### config.mk
export PLATFORM = sky130hd
export DESIGN_NAME = usr_sequencer
export DESIGN_NICKNAME = d
export VERILOG_FILES = /design/src/rtl/usr_pkg.sv /design/src/rtl/usr_core.sv /design/src/rtl/usr_sequencer.sv
export SDC_FILE = /design/constraint.sdc
export NUM_CORES = 1
export LEC_CHECK = 0
export ABC_AREA = 1
export BUFFER_PORTS_ARGS = -buffer_cell sky130_fd_sc_hd__buf_2
export CAP_MARGIN = 20
export CORE_MARGIN = 2
export CORE_UTILIZATION = 45
export DETAILED_ROUTE_END_ITERATION = 8
export PLACE_DENSITY = 0.66
export SLEW_MARGIN = 20
export SYNTH_ARGS = -nofsm -noshare
export SYNTH_HDL_FRONTEND = slang
export SYNTH_SLANG_ARGS = --single-unit
export TNS_END_PERCENT = 50
### constraint.sdc
create_clock -name clk -period 1.9 [get_ports clk]
set_input_delay 0.57 -clock clk [delete_from_list [all_inputs] [get_ports clk]]
set_output_delay 0.57 -clock clk [all_outputs]
set_load 0.01 [all_outputs]
### src/rtl/usr_pkg.sv
// Shared encodings for the universal shift register sequencer.
// Holds the command ops, datapath selects and FSM state enum.
package usr_pkg;

  localparam logic [1:0] OP_LOAD  = 2'b00;
  localparam logic [1:0] OP_SHL   = 2'b01;
  localparam logic [1:0] OP_SHR   = 2'b10;
  localparam logic [1:0] OP_ROTR  = 2'b11;

  localparam logic [1:0] SEL_HOLD = 2'b00;
  localparam logic [1:0] SEL_SHL  = 2'b01;
  localparam logic [1:0] SEL_SHR  = 2'b10;
  localparam logic [1:0] SEL_LOAD = 2'b11;

  typedef enum logic [1:0] {
    ST_IDLE = 2'b00,
    ST_EXEC = 2'b01,
    ST_DONE = 2'b10
  } state_t;

endpackage

### src/rtl/usr_core.sv
// WIDTH-bit universal shift register: hold, shift left, shift right, or parallel load.
// One-edge latency per operation; no backpressure, acts on sel every cycle.
module usr_core
  import usr_pkg::*;
#(
  parameter int WIDTH = 4
) (
  input  logic             clk,
  input  logic             rst,
  input  logic [1:0]       sel,
  input  logic             fill_lo,
  input  logic             fill_hi,
  input  logic [WIDTH-1:0] din,
  output logic [WIDTH-1:0] q
);

  always_ff @(posedge clk or posedge rst) begin
    if (rst) begin
      q <= '0;
    end else begin
      case (sel)
        SEL_SHL:  q <= {q[WIDTH-2:0], fill_lo};
        SEL_SHR:  q <= {fill_hi, q[WIDTH-1:1]};
        SEL_LOAD: q <= din;
        default:  q <= q;
      endcase
    end
  end

endmodule

### src/rtl/usr_sequencer.sv
// Command sequencer driving usr_core: LOAD, SHL N, SHR N, ROTR N; done pulses after the last edge.
// LOAD takes 3 cycles accept-to-ready, shifts N+2; cmd_ready only in IDLE, busy commands are dropped.
module usr_sequencer
  import usr_pkg::*;
#(
  parameter int WIDTH   = 4,
  parameter int COUNT_W = 3
) (
  input  logic               clk,
  input  logic               rst,
  input  logic               cmd_valid,
  output logic               cmd_ready,
  input  logic [1:0]         cmd_op,
  input  logic [COUNT_W-1:0] cmd_count,
  input  logic [WIDTH-1:0]   cmd_data,
  input  logic               serial_in,
  output logic [WIDTH-1:0]   q,
  output logic               serial_out,
  output logic               serial_out_valid,
  output logic               busy,
  output logic               done
);

  state_t             state, state_nxt;
  logic [1:0]         op_r;
  logic [COUNT_W-1:0] rem;
  logic [WIDTH-1:0]   data_r;
  logic [1:0]         sel;
  logic               fill_hi;
  logic               shifting;

  always_ff @(posedge clk or posedge rst) begin
    if (rst) begin
      state  <= ST_IDLE;
      op_r   <= OP_LOAD;
      rem    <= '0;
      data_r <= '0;
    end else begin
      state <= state_nxt;
      if (state == ST_IDLE && cmd_valid) begin
        op_r   <= cmd_op;
        rem    <= cmd_count;
        data_r <= cmd_data;
      end else if (shifting) begin
        rem <= rem - COUNT_W'(1);
      end
    end
  end

  always_comb begin
    state_nxt = state;
    cmd_ready = 1'b0;
    sel       = SEL_HOLD;
    shifting  = 1'b0;
    case (state)
      ST_IDLE: begin
        cmd_ready = 1'b1;
        if (cmd_valid) state_nxt = ST_EXEC;
      end
      ST_EXEC: begin
        if (op_r == OP_LOAD) begin
          sel       = SEL_LOAD;
          state_nxt = ST_DONE;
        end else if (rem == '0) begin
          state_nxt = ST_DONE;
        end else begin
          shifting = 1'b1;
          sel      = (op_r == OP_SHL) ? SEL_SHL : SEL_SHR;
          if (rem == COUNT_W'(1)) state_nxt = ST_DONE;
        end
      end
      ST_DONE: state_nxt = ST_IDLE;
      default: state_nxt = ST_IDLE;
    endcase
  end

  // Rotate right is a right shift whose fill is the bit falling out of q[0].
  assign fill_hi          = (op_r == OP_ROTR) ? q[0] : serial_in;
  assign serial_out       = shifting & ((op_r == OP_SHL) ? q[WIDTH-1] : q[0]);
  assign serial_out_valid = shifting;
  assign busy             = (state != ST_IDLE);
  assign done             = (state == ST_DONE);

  usr_core #(.WIDTH(WIDTH)) u_core (
    .clk     (clk),
    .rst     (rst),
    .sel     (sel),
    .fill_lo (serial_in),
    .fill_hi (fill_hi),
    .din     (data_r),
    .q       (q)
  );

endmodule

======== Word-level counts from Yosys, hierarchy flattened ========
Cells that the tools add are included.
word-level totals
  register bits after elaboration ......... 15
  input bits .............................. 13
  output and inout bits ................... 9
  logic and storage cells ................. 43
operators by class
  add/subtract/negate cells ............... 1
  eq/ne operators ......................... 10
  muxes and demuxes ....................... 18
  bitwise operators ....................... 1
  reduce and logical (&&, ||, !) cells .... 8
operators by type and width
  kind                   count
  $mux W2                8
  $pmux W4 S3            1
  $eq A2 B2 Y1 const B   4
  $eq A2 B1 Y1 const B   3
  $mux W1                6
  $mux W3                2
  $logic_not A2 Y1       2
  $ne A4 B4 Y1 const B   1
  $pmux W2 S2            1
  $reduce_bool A2 Y1     2
  $eq A3 B1 Y1 const B   1
  $logic_not A3 Y1       1
  $reduce_bool A3 Y1     1
  $sub A3 B1 Y3 const B  1
  $ne A2 B2 Y1 const B   1
  $reduce_and A2 Y1      1
  $and A1 B1 Y1          1
  $logic_and A1 B1 Y1    1

======== Depth between registers and ports, before layout ========
Gate-level depths: netlist of the first run.
  depth after elaboration ................. 7
  depth in mapped cells ................... 9
  depth with buffers taken out ............ 9

======== Cells and area by module ========
Synthesis of the first run repeated with hierarchy kept, for this count alone.
unflattened totals
  cell total of the unflattened synthesis .. 125
  area, all modules ....................... 908.4 um2
modules (own cells, without submodules)
  module         times used  cells an instance  area an instance (um2)  sequential area each (um2)
  usr_sequencer  1           86                 650.6                   275.3
  usr_core       1           39                 257.7                   100.1

======== Least setup slack after synthesis of the first run ========
Ideal clock, no wire load.
  path type ............................... reg2out
  start ................................... reg rem[0]
  end ..................................... out serial_out
  arrival ................................. 1.168 ns
  required time ........................... 1.330 ns
  slack ................................... 0.162 ns
  cell stages (with the launch flop) ...... 6
  path buffers ............................ 0
  cell sequence ........................... dfrtp_1 inv_1 ha_1 nand2_1 nand3b_4 a21oi_1
between the ends
  longest elaborated chain between the ends .. 5
ends and longest elaborated chain
  what                    RTL line             RTL
  start, declared         usr_sequencer.sv:26  logic [COUNT_W-1:0] rem;
  start signal, assigned  usr_sequencer.sv:42  rem <= cmd_count;
  start signal, assigned  usr_sequencer.sv:45  rem <= rem - COUNT_W'(1);
  $logic_not A3 Y1        usr_sequencer.sv:64  end else if (rem == '0) begin
  $mux W1                 usr_sequencer.sv:64
  $mux W1                 usr_sequencer.sv:61  if (op_r == OP_LOAD) begin
  $mux W1                 usr_sequencer.sv:55  case (state)
  $and A1 B1 Y1           usr_sequencer.sv:79  assign serial_out = shifting & ((op_r == OP_SHL) ? q[WIDTH-1] : q[0]);
  end, declared           usr_sequencer.sv:18  output logic serial_out,
No other way between the ends.

======== Worst setup path after layout of the first run ========
Ends and elaborated chain as after synthesis.

==> flow_metrics.py, run 1 <==
metrics = {
    "outcome": {
        "outcome": "finished clean",
    },
    "route": {
        "vias_per_cell": 4.74,
        "drc": 0,
        "dr.pass1.iters": 4,
        "drt-total-wl_um": 1960,
        "first_iter_violations": 20,
        "drtAntennaViolNets": 0,
        "via_count": 858,
        "routedWlPerCell_um": 10.8,
    },
    "power_and_ir_drop": {
        "p_int_w": 0.00106,
        "pwr-share-seq_pct": 31.6,
        "vdd_drop_max_v": 0.000843,
        "pwr-share-clk_pct": 9.5,
        "combPwrFrac_pct": 58.9,
        "p_total_w": 0.00197,
        "p_sw_w": 0.000908,
        "power.leakage_nw": 0.649,
        "swShare_pct": 46.1,
        "power.density_nw_per_um2": 1670,
    },
    "place": {
        "place_ws_ns": 0.151,
        "port_buffers": 21,
        "dpl.hpwl_um": 1390,
        "routabilityCongestion": 0.758,
    },
    "timing": {
        "slew_violations": 0,
        "hold_viol": 0,
        "finClkSkew_ns": 0.000659,
        "timing.hold.ws_ns": 0.325,
        "grt_setup_unrepaired": "true",
        "worst_pin_slew_ns": 0.581,
        "period_share_pct": 99.2,
        "setup_slack_ns": 0.0149,
        "setup_viol": 0,
        "clock.fmax_mhz": 530,
        "period_minus_slack_ns": 1.89,
        "max_slew_margin_pct": 61.3,
    },
    "cells_and_area": {
        "layout-drive-gt1-share_pct": 33.8,
        "area_delta_synth_final_pct": 28.6,
        "n_antenna_cell": 0,
        "fin_util_pct": 60.8,
        "final_nets": 171,
    },
    "setup_path": {
        "start_kind": "flop",
        "cp_max_fo": 3,
        "setup.worst_path.class": "reg2out",
        "cp-end-kind": "output pin",
        "worstPathRequired_ns": 1.33,
        "arrival_ns": 1.32,
    },
    "synthesis": {
        "synth_cell_types": 20,
        "synth_most_common_cell": "nand2_1",
        "ys_seq_elements": 15,
        "synth_area_per_cell_um2": 7.64,
        "syn_inst": 120,
        "synth_edf_count": 0,
        "yosys_warnings": 0,
        "yosys-top-cells-area": "dfrtp_1, nand2_1, inv_1",
        "synth-async-reset-ratio_pct": 100,
        "yosysTopAreaCellShare_pct": 40.9,
        "syn_nets": 136,
        "ys.flop_type": "dfrtp_1",
        "yosysSeqAreaShare_pct": 40.9,
        "netlist_area_um2": 917,
        "synth_top_area_cell": "dfrtp_1",
        "ys_top_cells_by_count": "nand2_1, inv_1, dfrtp_1",
    },
    "die": {
        "core_um2": 1940,
        "dieArea_um2": 2420,
        "fp.dieW_um": 49.1,
        "die_y_um": 49.1,
        "io_pins": 22,
        "start_util_pct": 47.2,
        "rows": 16,
    },
    "global_route": {
        "overflow": 0,
        "met2_usage_pct": 31.1,
        "grtUsageMet1_pct": 24.2,
        "grt_util_all_layers_pct": 18.2,
        "grt_pass1_wl_um": 3420,
        "grt_max_degree": 16,
        "grt_util_met3_pct": 1.84,
        "top_usage_layer": "met2",
        "grt_pass1_vias": 781,
        "antenna_found_initial": 0,
    },
    "run": {
        "maxCapViolCount": 0,
    },
    "cts": {
        "insertion_delay_ns": 0.28,
        "cts_buffer_depth": 2,
        "clk_pin_slew_ns": 0.09,
        "htreeDepth": 1,
        "cts.sinks": 15,
        "cts_made_buffers": 3,
        "ctsRootBufferMaster": "clkbuf_4",
        "tritoncts": "done",
        "cts_hold_buf": 0,
    },
    "worst_hold_path": {
        "min_path_type": "in2async",
    },
}
critical path: stages, from the launching register on:
cell	delay, ns
dfrtp_1	0.39
inv_2	0.07
ha_4	0.17
nand2_4	0.07
nand3b_4	0.09
a21oi_2	0.10
buf_2	0.14
power by group through the flow:
stage                     Combinational [W]  Sequential, W  Clock, W
final                               0.00116       0.000623  0.000186
after global routing                0.00132       0.000644  0.000204
after CTS                           0.00102       0.000617  0.000192
after detailed placement           0.000936       0.000627         0
after global placement             0.000919       0.000619         0
after floorplan                    0.000701       0.000613         0
cell usage in the layout, fill, tap and decap left out, drive strengths merged:
| cell | count |
|---|---|
| nand2 | 50 |
| buf | 31 |
| inv | 17 |
| dfrtp | 15 |
| nand3 | 8 |
| nor2 | 7 |
| o21ai | 7 |
| a21oi | 5 |
| clkbuf | 4 |
| nand4 | 3 |
| ha | 3 |
| nand3b | 1 |
| o211ai | 1 |
| or2 | 1 |
| a21boi | 1 |
flip-flops by register name (all words and copies together) (netlist names):
signal and count:
data_r 4, rem 3, u_core.q 4, state 2, op_r 2
timing repair:
| action | in CTS | in global routing |
|---|---|---|
| gates resized for setup | 8 | 3 |
| setup endpoints to repair | 2 | 2 |
| setup buffers | 3 | 6 |
| pin swaps | 2 | 1 |
area by class of cell:
cell class              count  area [um^2]
well taps                  27         33.8
inverters                  17         63.8
flip-flops and latches     15          378
repair buffers             31          180
fillers                   180          762
clock buffers               4         26.3
multi-input cells          87          498
routing by layer:
layer / up-vias / share of wire, %
met5: - / 0
met4: 0 / 0.87
met2: 26 / 49
li1: 445 / -
met3: 2 / 4.3
met1: 385 / 45
metrics by stage:
step	std cells	setup TNS, ns	cell area, um^2
2_1_floorplan	120	0	917
3_3_place_gp	168	0	1050
3_5_place_dp	168	0	1050
4_1_cts	175	0	1110
5_1_grt	181	-0.0792	1180
6_report	181	0	1180
cell families after synthesis:
logic type	share of synthesized area, %
AOI/OAI and AO/OA	9.41
adders and majority gates	4.09
buffers and inverters	8.19
DFF	40.9
and+or+nand+nor	37.4
worst paths after layout:
check / depth (start not counted) / start / to / slack, ns
hold reg to reg: 2 / data_r[2]$_DFFE_PP0P_ / data_r[2]$_DFFE_PP0P_ / 0.50
setup reg to reg: 8 / rem[0]$_DFFE_PP0P_ / u_core.q[1]$_DFFE_PP0P_ / 0.45
hold / removal: 2 / rst / rem[1]$_DFFE_PP0P_ / 0.32
max in group asynchronous: 2 / rst / state[1]$_DFFE_PP0P_ / 1.16
min in group clk: 3 / cmd_data[2] / data_r[2]$_DFFE_PP0P_ / 0.47
setup / recovery: 6 / rem[0]$_DFFE_PP0P_ / serial_out / 0.01
(Power assumes the default switching activity.)
==> run 2: changes to the inputs <==
- BUFFER_PORTS_ARGS: -buffer_cell sky130_fd_sc_hd__buf_2 -> -buffer_cell sky130_fd_sc_hd__clkbuf_2
==> flow_metrics.py, run 2 (synthesis gave the netlist of run 1 again) <==
metrics = {
    "timing": {
        "setup_viol": 0,
        "hold_viol": 0,
        "period_minus_slack_ns": 1.86,
        "worst_pin_slew_ns": 0.565,
        "period_share_pct": 98.1,
        "slew_violations": 0,
        "grt_setup_unrepaired": "true",
        "clock.fmax_mhz": 537,
        "finClkSkew_ns": 0.000840,
        "max_slew_margin_pct": 62.3,
    },
    "global_route": {
        "antenna_found_initial": 0,
        "overflow": 0,
        "grt_pass1_vias": 842,
        "grt_pass1_wl_um": 3490,
        "grt_util_all_layers_pct": 18.4,
        "grt_max_degree": 16,
    },
    "die": {
        "die_y_um": 49.1,
        "rows": 16,
        "io_pins": 22,
        "fp.dieW_um": 49.1,
        "dieArea_um2": 2420,
        "start_util_pct": 47.2,
        "core_um2": 1940,
    },
    "cells_and_area": {
        "layout-drive-gt1-share_pct": 37.6,
        "final_common_cell": "nand2_1",
        "top_regs": "data_r: 4 flops, u_core.q: 4 flops, rem: 3 flops",
        "n_antenna_cell": 0,
        "final_nets": 174,
        "final_cell_mix": "nand2_1, clkbuf_2, inv_1, buf_4, dfrtp_1",
        "area_delta_synth_final_pct": 31.7,
        "final_cells": 184,
        "fin_util_pct": 62.2,
    },
    "cts": {
        "ctsRootBufferMaster": "clkbuf_4",
        "cts_made_buffers": 3,
        "htreeDepth": 1,
        "tritoncts": "done",
        "cts_hold_buf": 0,
        "clk_pin_slew_ns": 0.09,
        "insertion_delay_ns": 0.29,
        "cts_buffer_depth": 2,
        "cts.sinks": 15,
    },
    "power_and_ir_drop": {
        "power.density_nw_per_um2": 1680,
        "power.leakage_nw": 0.664,
        "p_total_w": 0.00203,
        "vdd_drop_max_v": 0.000871,
    },
    "setup_path": {
        "setup.worst_path.class": "reg2out",
        "arrival_ns": 1.29,
        "r2r_cells": 9,
        "crit_start": "rem[0]$_DFFE_PP0P_",
        "slowest_stage": "dfrtp_1",
        "endpoint": "serial_out",
        "start_kind": "flop",
        "worstPathRequired_ns": 1.33,
        "cp-end-kind": "output pin",
        "cpPeakStageDelay_ns": 0.38,
        "reg2reg_to": "rem[2]$_DFFE_PP0P_",
        "r2r_slack_ns": 0.37,
        "cp_max_fo": 4,
        "r2r_start": "rem[0]$_DFFE_PP0P_",
        "crit_chain": "inv_2, ha_4, nand2_4, nand3b_4, a21oi_2, buf_2",
    },
    "place": {
        "dpl.hpwl_um": 1400,
        "dp_cells": 168,
        "routabilityCongestion": 0.745,
        "port_buffers": 21,
    },
    "route": {
        "dr.pass1.iters": 7,
        "vias_per_cell": 4.69,
        "via_count": 863,
        "drtAntennaViolNets": 0,
        "routedWlPerCell_um": 10.9,
        "drc": 0,
        "drt-total-wl_um": 2010,
        "first_iter_violations": 26,
    },
    "outcome": {
        "outcome": "finished clean",
    },
    "worst_hold_path": {
        "min_path_type": "in2async",
    },
    "run": {
        "maxCapViolCount": 0,
    },
}
==> run 2: cell count changes in the layout (fill, tap and decap cells not counted), sizes merged <==
cell	previous run	this run
clkbuf	4	23
buf	31	14
clkinv	0	1
==> run 2: power breakdown <==
group | total [W] | internal [W] | leakage, nW | switching, W
Sequential | 0.000634 | 0.000478 | 0.183 | 0.000156
Clock | 0.000188 | 0.0000784 | 0.0177 | 0.000109
Combinational | 0.00121 | 0.000540 | 0.464 | 0.000669
==> run 2: metal layers <==
| metal | GRT usage, % | share of wire [%] | vias to the layer above |
|---|---|---|---|
| met5 | 0 | 0 | - |
| met4 | 5.71 | 1.1 | 0 |
| met3 | 1.84 | 5.0 | 4 |
| met2 | 31.5 | 48 | 31 |
| met1 | 24.3 | 46 | 375 |
| li1 | - | - | 453 |
==> run 2: critical path, delay by kind of cell (launching register included) <==
kind / cells / cell delay, ns
DFF: 1 / 0.38
buffers and inverters: 2 / 0.20
adders and majority gates: 1 / 0.16
and+or+nand+nor: 2 / 0.15
AOI/OAI and AO/OA: 1 / 0.11
==> run 2: cell type report <==
type                    count  area [um^2]
clock buffers               3         22.5
multi-input cells          87          500
clock inverters             1         5.00
fillers                   186          734
flip-flops and latches     15          379
inverters                  17         63.8
repair buffers             34          203
well taps                  27         33.8
==> run 2: through the flow <==
stage | setup slack (ns) | TNS (ns) | instance area (um^2) | hold slack [ns]
after global placement | 0.160 | 0 | 1050 | 0.467
after floorplan | 0.162 | 0 | 917 | 0.449
after CTS | 0.0000167 | 0 | 1130 | 0.331
after global routing | -0.0213 | -0.0332 | 1210 | 0.366
after detailed placement | 0.107 | 0 | 1050 | 0.469
final | 0.0370 | 0 | 1210 | 0.295
==> run 2: worst min path at each step <==
| stage | start | to | cells past startpoint |
|---|---|---|---|
| 2_1_floorplan | data_r[0]$_DFFE_PP0P_ | data_r[0]$_DFFE_PP0P_ | 2 |
| 3_3_place_gp | data_r[0]$_DFFE_PP0P_ | data_r[0]$_DFFE_PP0P_ | 2 |
| 3_5_place_dp | data_r[1]$_DFFE_PP0P_ | data_r[1]$_DFFE_PP0P_ | 2 |
| 4_1_cts | rst | op_r[0]$_DFFE_PP0P_ | 2 |
| 5_1_grt | rst | data_r[2]$_DFFE_PP0P_ | 2 |
| 6_report | rst | rem[1]$_DFFE_PP0P_ | 2 |
==> run 2: what timing repair did <==
item | CTS | global route
buffers inserted | 4 | 8
endpoints found under the hold margin | 0 | 0
resized for setup | 9 | 6
pin swaps | 2 | 2
setup endpoints to repair | 2 | 2
==> run 3: changes to the inputs <==
- ABC_AREA: 1 -> default
- PLACE_DENSITY: 0.66 -> 0.67
==> flow_metrics.py, run 3 <==
metrics = {
    "outcome": {
        "outcome": "finished clean",
    },
    "cts": {
        "htreeDepth": 1,
        "cts_buffer_depth": 2,
        "cts_hold_buf": 0,
        "tritoncts": "done",
        "ctsRootBufferMaster": "clkbuf_4",
        "cts_made_buffers": 3,
        "clk_pin_slew_ns": 0.10,
        "cts.sinks": 15,
        "insertion_delay_ns": 0.29,
    },
    "die": {
        "fp.dieW_um": 47.5,
        "dieArea_um2": 2250,
        "rows": 15,
        "start_util_pct": 48.7,
        "io_pins": 22,
        "core_um2": 1750,
        "die_y_um": 47.5,
    },
    "cells_and_area": {
        "top_regs": "data_r: 4 flops, u_core.q: 4 flops, rem: 3 flops",
        "final_common_cell": "clkbuf_2",
        "final_cell_mix": "clkbuf_2, dfrtp_1, nor2_1, buf_4, mux2_2",
        "fin_util_pct": 62.7,
        "layout-drive-gt1-share_pct": 46.8,
        "final_cells": 136,
        "area_delta_synth_final_pct": 28.9,
        "n_fill_cell": 151,
        "final_nets": 128,
        "n_antenna_cell": 0,
    },
    "global_route": {
        "overflow": 0,
        "grt_pass1_vias": 652,
        "antenna_found_initial": 0,
        "grt_pass1_wl_um": 2910,
        "grt_max_degree": 16,
        "grt_util_all_layers_pct": 19.0,
    },
    "synthesis": {
        "synth_area_per_cell_um2": 10.8,
        "synth_top_area_cell": "dfrtp_1",
        "synth-simple-area-share_pct": 20.8,
        "synthAdderAreaFrac_pct": 4.42,
        "netlist_area_um2": 850,
        "synth_most_common_cell": "dfrtp_1",
        "yosysSeqAreaShare_pct": 44.2,
        "synth_top_family_by_area": "simple AND/OR/NAND/NOR gates",
        "syn_inst": 79,
        "yosys_warnings": 0,
        "ys_seq_elements": 15,
        "syn_nets": 95,
        "ys_top_cells_by_count": "dfrtp_1, nor2_1, mux2_2",
        "yosysTopAreaCellShare_pct": 44.2,
        "ys.flop_type": "dfrtp_1",
        "synth_cell_types": 26,
        "synth-async-reset-ratio_pct": 100,
        "yosys-top-cells-area": "dfrtp_1, mux2_2, ha_1",
        "synth_edf_count": 0,
        "synthMuxAreaShare_pct": 9.28,
        "synth_compound_area_share_pct": 16.3,
        "synth_xor_area_share_pct": 1.03,
    },
    "setup_path": {
        "r2r_start": "rem[0]$_DFFE_PP0P_",
        "arrival_ns": 1.33,
        "worstPathRequired_ns": 1.33,
        "start_kind": "flop",
        "cp_max_fo": 3,
        "slowest_stage": "dfrtp_1",
        "worst-path-buf-inv": 2,
        "setup.worst_path.class": "reg2out",
        "crit_chain": "inv_2, ha_4, nor2b_4, nor3_4, buf_2",
        "cpLargestDelayFamily": "flip-flops",
        "crit_start": "rem[0]$_DFFE_PP0P_",
        "cp-end-kind": "output pin",
        "cpPeakStageDelay_ns": 0.37,
    },
    "route": {
        "via_count": 719,
        "drt-total-wl_um": 1770,
        "vias_per_cell": 5.29,
        "drc": 0,
        "routedWlPerCell_um": 13.0,
        "dr.pass1.iters": 4,
        "first_iter_violations": 10,
        "drtAntennaViolNets": 0,
    },
    "timing": {
        "setup_viol": 0,
        "slew_violations": 0,
        "period_minus_slack_ns": 1.90,
        "clock.fmax_mhz": 527,
        "hold_viol": 0,
        "max_slew_margin_pct": 60.8,
        "finClkSkew_ns": 0.00222,
        "worst_pin_slew_ns": 0.587,
        "grt_setup_unrepaired": "true",
        "period_share_pct": 99.9,
    },
    "run": {
        "maxCapViolCount": 0,
    },
    "place": {
        "dpl.hpwl_um": 1290,
        "port_buffers": 21,
        "dp_cells": 125,
        "routabilityCongestion": 0.855,
    },
    "power_and_ir_drop": {
        "vdd_drop_max_v": 0.000914,
        "power.density_nw_per_um2": 1750,
        "power.leakage_nw": 0.519,
    },
    "worst_hold_path": {
        "min_path_type": "in2async",
    },
}
run 3: what timing repair did:
action,CTS,global route
pin swaps,2,1
setup endpoints to repair,2,2
setup buffers,5,2
gates resized for setup,7,3
run 3: cell type report:
type	count	area, um^2	share of cell area [%]
repair buffers	30	173	15.8
multi-input cells	57	465	42.5
clock inverters	1	7.51	0.686
flip-flops and latches	15	377	34.4
inverters	5	18.8	1.71
clock buffers	3	22.5	2.06
well taps	25	31.3	2.86
run 3: kinds of logic after synthesis:
group	count (synthesis)
compound gates	18
xor+xnor	1
fa+ha+maj	3
buf+inv	7
flops	15
mux	7
simple gates	28
run 3: path summary, 6_finish.rpt:
| kind | endpoint | slack (ns) | depth (start not counted) |
|---|---|---|---|
| worst max-delay path | serial_out_valid | 0.002 | 5 |
| worst min-delay path | op_r[1]$_DFFE_PP0P_ | 0.31 | 2 |
| worst max register to register | u_core.q[1]$_DFFE_PP0P_ | 0.21 | 7 |
| worst min register to register | data_r[0]$_DFFE_PP0P_ | 0.54 | 1 |
| max in group asynchronous | op_r[0]$_DFFE_PP0P_ | 1.18 | 2 |
| min in group clk | op_r[1]$_DFFE_PP0P_ | 0.50 | 2 |
run 3: where the power goes:
part           total, W  switching (W)  internal, W  leakage (nW)
clock network  0.000193       0.000112    0.0000801        0.0139
logic           0.00105       0.000500     0.000547         0.326
registers      0.000675       0.000194     0.000481         0.179
total           0.00191       0.000806      0.00111         0.519
run 3: stage by stage:
stage	worst slack (ns)	instance area [um^2]	hold slack [ns]	power (W)	setup TNS [ns]
global route	-0.0909	1090	0.353	0.00208	-0.176
finish	0.00243	1090	0.305	0.00191	0
CTS	-0.0241	1080	0.311	0.00188	-0.0241
floorplan	0.212	850	0.471	0.00132	0
detailed placement	0.0771	986	0.526	0.00157	0
global placement	0.118	986	0.500	0.00154	0
run 3: routing by layer:
layer  wire [um]  share of wire (%)  track usage [%]  vias up
li1            -                  -                -      349
met1         755                 43             24.1      350
met2         919                 52             30.3       18
met3          84                4.7             6.04        2
met4          10               0.56             7.22        0
met5           0                  0                0        -
run 3: worst reg2reg max path: stages, from the launching register on:
cell      delay [ns]
dfrtp_1         0.37
inv_2           0.06
ha_4            0.15
nor2b_4         0.14
buf_4           0.14
a211o_1         0.33
a221oi_1        0.27
o31ai_1         0.12
